--- src/rtl/apb4_timer_mc.sv ---
`default_nettype none
// ============================================================================
// Module      : apb4_timer_mc
// Description : Multi-channel APB4 timer. CH_NUM independent channels, each
//               with a clock-enable prescaler, a read/write counter, up/down
//               direction, periodic or one-pulse mode and an overflow
//               interrupt. Zero-wait-state APB4 slave; everything runs on
//               clk_i.
// Ports       : clk_i      block clock (APB PCLK)
//               rst_i      asynchronous active-high reset
//               paddr_i    APB byte address (bits [1:0] ignored)
//               psel_i     APB select
//               penable_i  APB enable
//               pwrite_i   APB write
//               pwdata_i   APB write data
//               prdata_o   APB read data (combinational, 0 outside reads)
//               pready_o   APB ready, always 1
//               pslverr_o  APB error on unmapped access phase
//               irq_o      per-channel interrupt = OVIE & OVIF
// Register map (channel i at i*0x10):
//               +0x0 CTRL {OPM,DIR,EN,OVIE,OVIF}  +0x4 PSCR
//               +0x8 CNT                          +0xC CMP
// Revision    : 1.0 - initial release
// ============================================================================
module apb4_timer_mc #(
    parameter int CH_NUM = 4,
    parameter int CNT_W  = 32,
    parameter int PSC_W  = 20,
    parameter int ADDR_W = 12
) (
    input  logic              clk_i,
    input  logic              rst_i,
    input  logic [ADDR_W-1:0] paddr_i,
    input  logic              psel_i,
    input  logic              penable_i,
    input  logic              pwrite_i,
    input  logic [31:0]       pwdata_i,
    output logic [31:0]       prdata_o,
    output logic              pready_o,
    output logic              pslverr_o,
    output logic [CH_NUM-1:0] irq_o
);

    localparam int          c_WORD_W    = ADDR_W - 2;
    localparam int unsigned c_MAP_WORDS = CH_NUM * 4;

    // ------------------------------------------------------------------
    // APB decode
    // ------------------------------------------------------------------
    logic [c_WORD_W-1:0] w_word;
    logic [31:0]         w_ch_idx;
    logic [1:0]          w_reg;
    logic                w_access;
    logic                w_mapped;
    logic                w_wr;
    logic                w_rd;
    logic                w_unused_addr;
    logic [31:0]         w_rdata_ch [CH_NUM];

    assign w_word        = paddr_i[ADDR_W-1:2];
    assign w_unused_addr = ^paddr_i[1:0];
    assign w_access      = psel_i & penable_i;
    assign w_mapped      = (32'(w_word) < c_MAP_WORDS);
    assign w_ch_idx      = 32'(w_word) >> 2;
    assign w_reg         = w_word[1:0];
    assign w_wr          = w_access & pwrite_i & w_mapped;
    assign w_rd          = w_access & ~pwrite_i & w_mapped;

    assign pready_o  = 1'b1;
    assign pslverr_o = w_access & ~w_mapped;

    always_comb begin
        prdata_o = '0;
        for (int i = 0; i < CH_NUM; i++) begin
            if (w_rd && (w_ch_idx == 32'(i))) begin
                prdata_o = w_rdata_ch[i];
            end
        end
    end

    // ------------------------------------------------------------------
    // Channels
    // ------------------------------------------------------------------
    for (genvar gi = 0; gi < CH_NUM; gi++) begin : g_ch
        logic             r_ovif;
        logic             r_ovie;
        logic             r_en;
        logic             r_dir;
        logic             r_opm;
        logic [PSC_W-1:0] r_pscr;
        logic [PSC_W-1:0] r_psc_cnt;
        logic [CNT_W-1:0] r_cnt;
        logic [CNT_W-1:0] r_cmp;

        logic             w_sel;
        logic             w_ctrl_wr;
        logic             w_pscr_wr;
        logic             w_cnt_wr;
        logic             w_cmp_wr;
        logic             w_tick;
        logic             w_event;
        logic             w_en_nxt;
        logic [CNT_W-1:0] w_cnt_nxt;
        logic [31:0]      w_rd_val;

        assign w_sel     = w_wr & (w_ch_idx == 32'(gi));
        assign w_ctrl_wr = w_sel & (w_reg == 2'd0);
        assign w_pscr_wr = w_sel & (w_reg == 2'd1);
        assign w_cnt_wr  = w_sel & (w_reg == 2'd2);
        assign w_cmp_wr  = w_sel & (w_reg == 2'd3);

        assign w_tick = r_en & (r_psc_cnt == r_pscr);

        // A CNT write overrides the tick entirely, so no reload and no
        // event can happen in that cycle.
        always_comb begin
            w_cnt_nxt = r_cnt;
            w_event   = 1'b0;
            if (w_cnt_wr) begin
                w_cnt_nxt = pwdata_i[CNT_W-1:0];
            end else if (w_tick) begin
                if (!r_dir) begin
                    if (r_cnt == r_cmp) begin
                        w_cnt_nxt = '0;
                        w_event   = 1'b1;
                    end else begin
                        w_cnt_nxt = r_cnt + CNT_W'(1);
                    end
                end else begin
                    if (r_cnt == '0) begin
                        w_cnt_nxt = r_cmp;
                        w_event   = 1'b1;
                    end else begin
                        w_cnt_nxt = r_cnt - CNT_W'(1);
                    end
                end
            end
        end

        // One-pulse event beats a concurrent EN write.
        assign w_en_nxt = (w_event & r_opm) ? 1'b0 :
                          (w_ctrl_wr ? pwdata_i[2] : r_en);

        always_ff @(posedge clk_i or posedge rst_i) begin
            if (rst_i) begin
                r_ovif    <= 1'b0;
                r_ovie    <= 1'b0;
                r_en      <= 1'b0;
                r_dir     <= 1'b0;
                r_opm     <= 1'b0;
                r_pscr    <= '0;
                r_psc_cnt <= '0;
                r_cnt     <= '0;
                r_cmp     <= '0;
            end else begin
                r_cnt <= w_cnt_nxt;
                r_en  <= w_en_nxt;

                // Hardware set wins over a software clear in the same cycle.
                if (w_event) begin
                    r_ovif <= 1'b1;
                end else if (w_ctrl_wr && !pwdata_i[0]) begin
                    r_ovif <= 1'b0;
                end

                if (w_ctrl_wr) begin
                    r_ovie <= pwdata_i[1];
                    r_dir  <= pwdata_i[3];
                    r_opm  <= pwdata_i[4];
                end
                if (w_pscr_wr) begin
                    r_pscr <= pwdata_i[PSC_W-1:0];
                end
                if (w_cmp_wr) begin
                    r_cmp <= pwdata_i[CNT_W-1:0];
                end

                // Prescaler restarts on PSCR write, while disabled, when
                // being disabled, and after each tick.
                if (w_pscr_wr || !r_en || !w_en_nxt || w_tick) begin
                    r_psc_cnt <= '0;
                end else begin
                    r_psc_cnt <= r_psc_cnt + PSC_W'(1);
                end
            end
        end

        always_comb begin
            w_rd_val = '0;
            case (w_reg)
                2'd0:    w_rd_val = {27'd0, r_opm, r_dir, r_en, r_ovie, r_ovif};
                2'd1:    w_rd_val = 32'(r_pscr);
                2'd2:    w_rd_val = 32'(r_cnt);
                default: w_rd_val = 32'(r_cmp);
            endcase
        end

        assign w_rdata_ch[gi] = w_rd_val;
        assign irq_o[gi]      = r_ovie & r_ovif;
    end

endmodule
`default_nettype wire

--- config.mk ---
export PLATFORM = sky130hd
export DESIGN_NAME = apb4_timer_mc
export DESIGN_NICKNAME = d
export VERILOG_FILES = /design/src/rtl/apb4_timer_mc.sv
export SDC_FILE = /design/constraint.sdc
export NUM_CORES = 2
export LEC_CHECK = 0
export ABC_AREA = 1
export BUFFER_PORTS_ARGS = -buffer_cell sky130_fd_sc_hd__buf_2
export CAP_MARGIN = 30
export CORE_ASPECT_RATIO = 1.25
export CORE_MARGIN = 2
export CORE_UTILIZATION = 25
export CTS_CLUSTER_DIAMETER = 60
export DETAILED_ROUTE_END_ITERATION = 8
export REMOVE_ABC_BUFFERS = 1
export SLEW_MARGIN = 15
export SYNTH_ARGS = -nofsm -noshare
export SYNTH_HDL_FRONTEND = slang
export SYNTH_SLANG_ARGS = --single-unit
export TNS_END_PERCENT = 5
--- constraint.sdc ---
create_clock -name clk_i -period 16.85 [get_ports clk_i]
set_input_delay 0.8425 -clock clk_i [delete_from_list [all_inputs] [get_ports clk_i]]
set_output_delay 0.8425 -clock clk_i [all_outputs]
set_load 0.005 [all_outputs]
==> flow_summary.toml <==
[status]
run_status = "completed"

[route]
drc = 0
drt_iter0_markers = 4286
drt-total-wl_microns = 165000
ant_nets = 0
via_count = 36700
drtPass1Iterations = 6
detail_route.wl_per_cell_microns = 23.2
vias_per_cell = 5.19

[synth]
synth_area_sq_mm = 0.0339
yosysTopAreaCell = "dfrtp_1"
async_reset_ff_share_pct = 100
ys_top_cells_by_count = "nand2_1, nor2_1, inv_1"
ys_seq_area_share_pct = 32.2
yosysWarnings = 0
synth_edf_count = 0
post-synth-top-count-cell = "nand2_1"
ys_ff_latch = 436
syn_inst = 5355
synth_top_cell_area_share_pct = 32.2
synth.avg_cell_area_sq_um = 6.34
synthTopCellsByArea = "dfrtp_1, nand2_1, nor2_1"
synth_cell_type_count = 51
ys.flop_type = "dfrtp_1"

[clock_tree]
cts_hold_buf = 0
cts_max_level = 2
clockRootBuffer = "clkbuf_16"
cts_buffers = 55
post_cts_resized = 0
tritoncts = "done"
post_cts_buffers = 0
clockBufferDepth = 3
clkSlewWorstSetupHoldPaths_ps = 70
clock-sinks = 436
clock_latency_ps = 670

[setup_path]
cp-start-kind = "input port"
cp-end-kind = "output port"
critPathKind = "in -> out"
r2r_start = "g_ch[0].r_cnt[0]"
r2r_setup_slack_ps = 13410
crit_fanout = 37
crit_path_start = "paddr_i[3]"
cp.arrival_ps = 4880
required_ps = 16010

[pwr]
p_int_mw = 1.95
power_frac_comb_pct = 11.1
seq_power_share_pct = 40.3
switching_share_pct = 29.8
peakVddDrop_v = 0.0000693
power.net_switching_mw = 0.829
p_leak_nw = 16.4
clkPwrFrac_pct = 48.6
power.density_mw_per_mm2 = 73.7

[floorplan]
die_h_microns = 416
dieWidth_microns = 334
num_io_pins = 87
num_rows = 151
die_area_sq_mm = 0.139
start_util_pct = 25.1
core_sq_mm = 0.135

[place]
gp_congestion = 0.990
hpwl_microns = 121000
place_area_sq_mm = 0.0357
dp.cells = 6965
pre_cts_ws_ps = 11280
port_buffers = 83

[min_path]
hold_class = "in -> async"

[job]
drv_cap = 0

[timing]
period_needed_ps = 5720
fin_skew_ps = 53.9
finalSetupViolCount = 0
setup_tns_ps = 0
whs_ps = 304
tightestPinTransition_ps = 1170
rsz0062_at_grt = "false"
slew_violations = 0
hold_viol = 0
period_share_pct = 33.9
fmaxAchievable_ghz = 0.175
fin_ws_ps = 11130
max_slew_margin_pct = 22.1

[cells_and_area]
drive_above_1_share_pct = 6.80
final_area_sq_mm = 0.0378
regArea_sq_mm = 0.0109
layout.nets = 5328
syn_to_final_growth_pct = 11.3
multi_input_area_sq_mm = 0.0195
finalNonFillerCells = 7078
fillers = 15100

[grt]
grt_pass1_vias = 34500
grt_pass1_wl_microns = 239000
grt_max_degree = 151
track_usage_pct = 23.2
overflow = 0
antenna_found_initial = 13
==> metal layers <==
metal	track usage, %	part of all wire, %	up-vias
met4	16.4	8.2	4
met5	0	0.013	-
met3	3.54	7.9	463
met1	29.6	40	17400
li1	-	-	17000
met2	35.7	44	1874
==> worst paths after layout <==
kind	depth (start not counted)	to
setup / recovery	9	prdata_o[10]
hold / removal	2	g_ch[0].r_cmp[10]
setup reg to reg	12	g_ch[0].r_cnt[9]
hold reg to reg	2	g_ch[2].r_pscr[13]
max in group asynchronous	4	g_ch[2].r_cnt[16]
min in group clk_i	3	g_ch[0].r_pscr[12]
==> sequential cells by signal, summed over array words and instances, names as in the netlist <==
| register | count |
|---|---|
| g_ch.r_dir | 4 |
| g_ch.r_ovif | 4 |
| g_ch.r_cmp | 128 |
| g_ch.r_cnt | 128 |
| g_ch.r_en | 4 |
| g_ch.r_pscr | 80 |
| g_ch.r_ovie | 4 |
| g_ch.r_psc_cnt | 80 |
| g_ch.r_opm | 4 |
==> stage by stage <==
stage,total power [mW],utilization (%)
3_5_place_dp,1.44,26.4
6_report,2.78,28.0
5_1_grt,2.87,27.9
4_1_cts,2.79,27.9
2_1_floorplan,1.30,-
3_3_place_gp,1.44,26.3
==> worst max-delay path, cell delays in order <==
cell and delay (ps):
buf_2 160, nand2_4 340, buf_4 520, buf_4 550, inv_2 360, buf_4 420, a221oi_1 1050, o21ai_0 330
buf_2 230
==> layout make-up <==
cell class              instances  share of cell area, %
multi-input cells            4056                   51.5
clock inverters                39                   1.49
clock buffers                  63                   3.83
well taps                    1759                   5.83
repair buffers                140                   2.60
diodes                         11                 0.0729
inverters                     574                   5.74
flip-flops and latches        436                   28.9
==> cell families after synthesis <==
logic type      after synthesis  share of synthesized area, %
compound gates              787                          13.1
xor+xnor                    282                          7.28
fa+ha+maj                    16                         0.590
buf+inv                     863                          10.7
flops                       436                          32.2
other cells                   1                        0.0111
simple gates               2970                          36.2
==> placed cells by master (no fill, tap or decap), drive strengths merged, types with 5 or more instances in the layout <==
master / instances
clkbuf: 63
a221oi: 12
nand3: 294
clkinv: 22
inv: 575
nor3: 107
ha: 16
nand4: 123
xnor2: 104
o2111ai: 12
dfrtp: 436
buf: 140
nor2: 709
o21ai: 420
diode: 11
a21oi: 156
nand3b: 9
bufinv: 12
o211ai: 36
nor4: 5
o22ai: 113
o221ai: 25
xor2: 178
or2: 5
nand2: 1711
==> power by group through the flow <==
| stage | combinational (mW) | clock [mW] | sequential (mW) |
|---|---|---|---|
| after global routing | 0.334 | 1.41 | 1.12 |
| final | 0.309 | 1.35 | 1.12 |
| after CTS | 0.303 | 1.37 | 1.12 |
| after detailed placement | 0.302 | 0 | 1.14 |
| after floorplan | 0.178 | 0 | 1.12 |
| after global placement | 0.298 | 0 | 1.14 |
No activity file was read; power rests on OpenSTA's default activity.
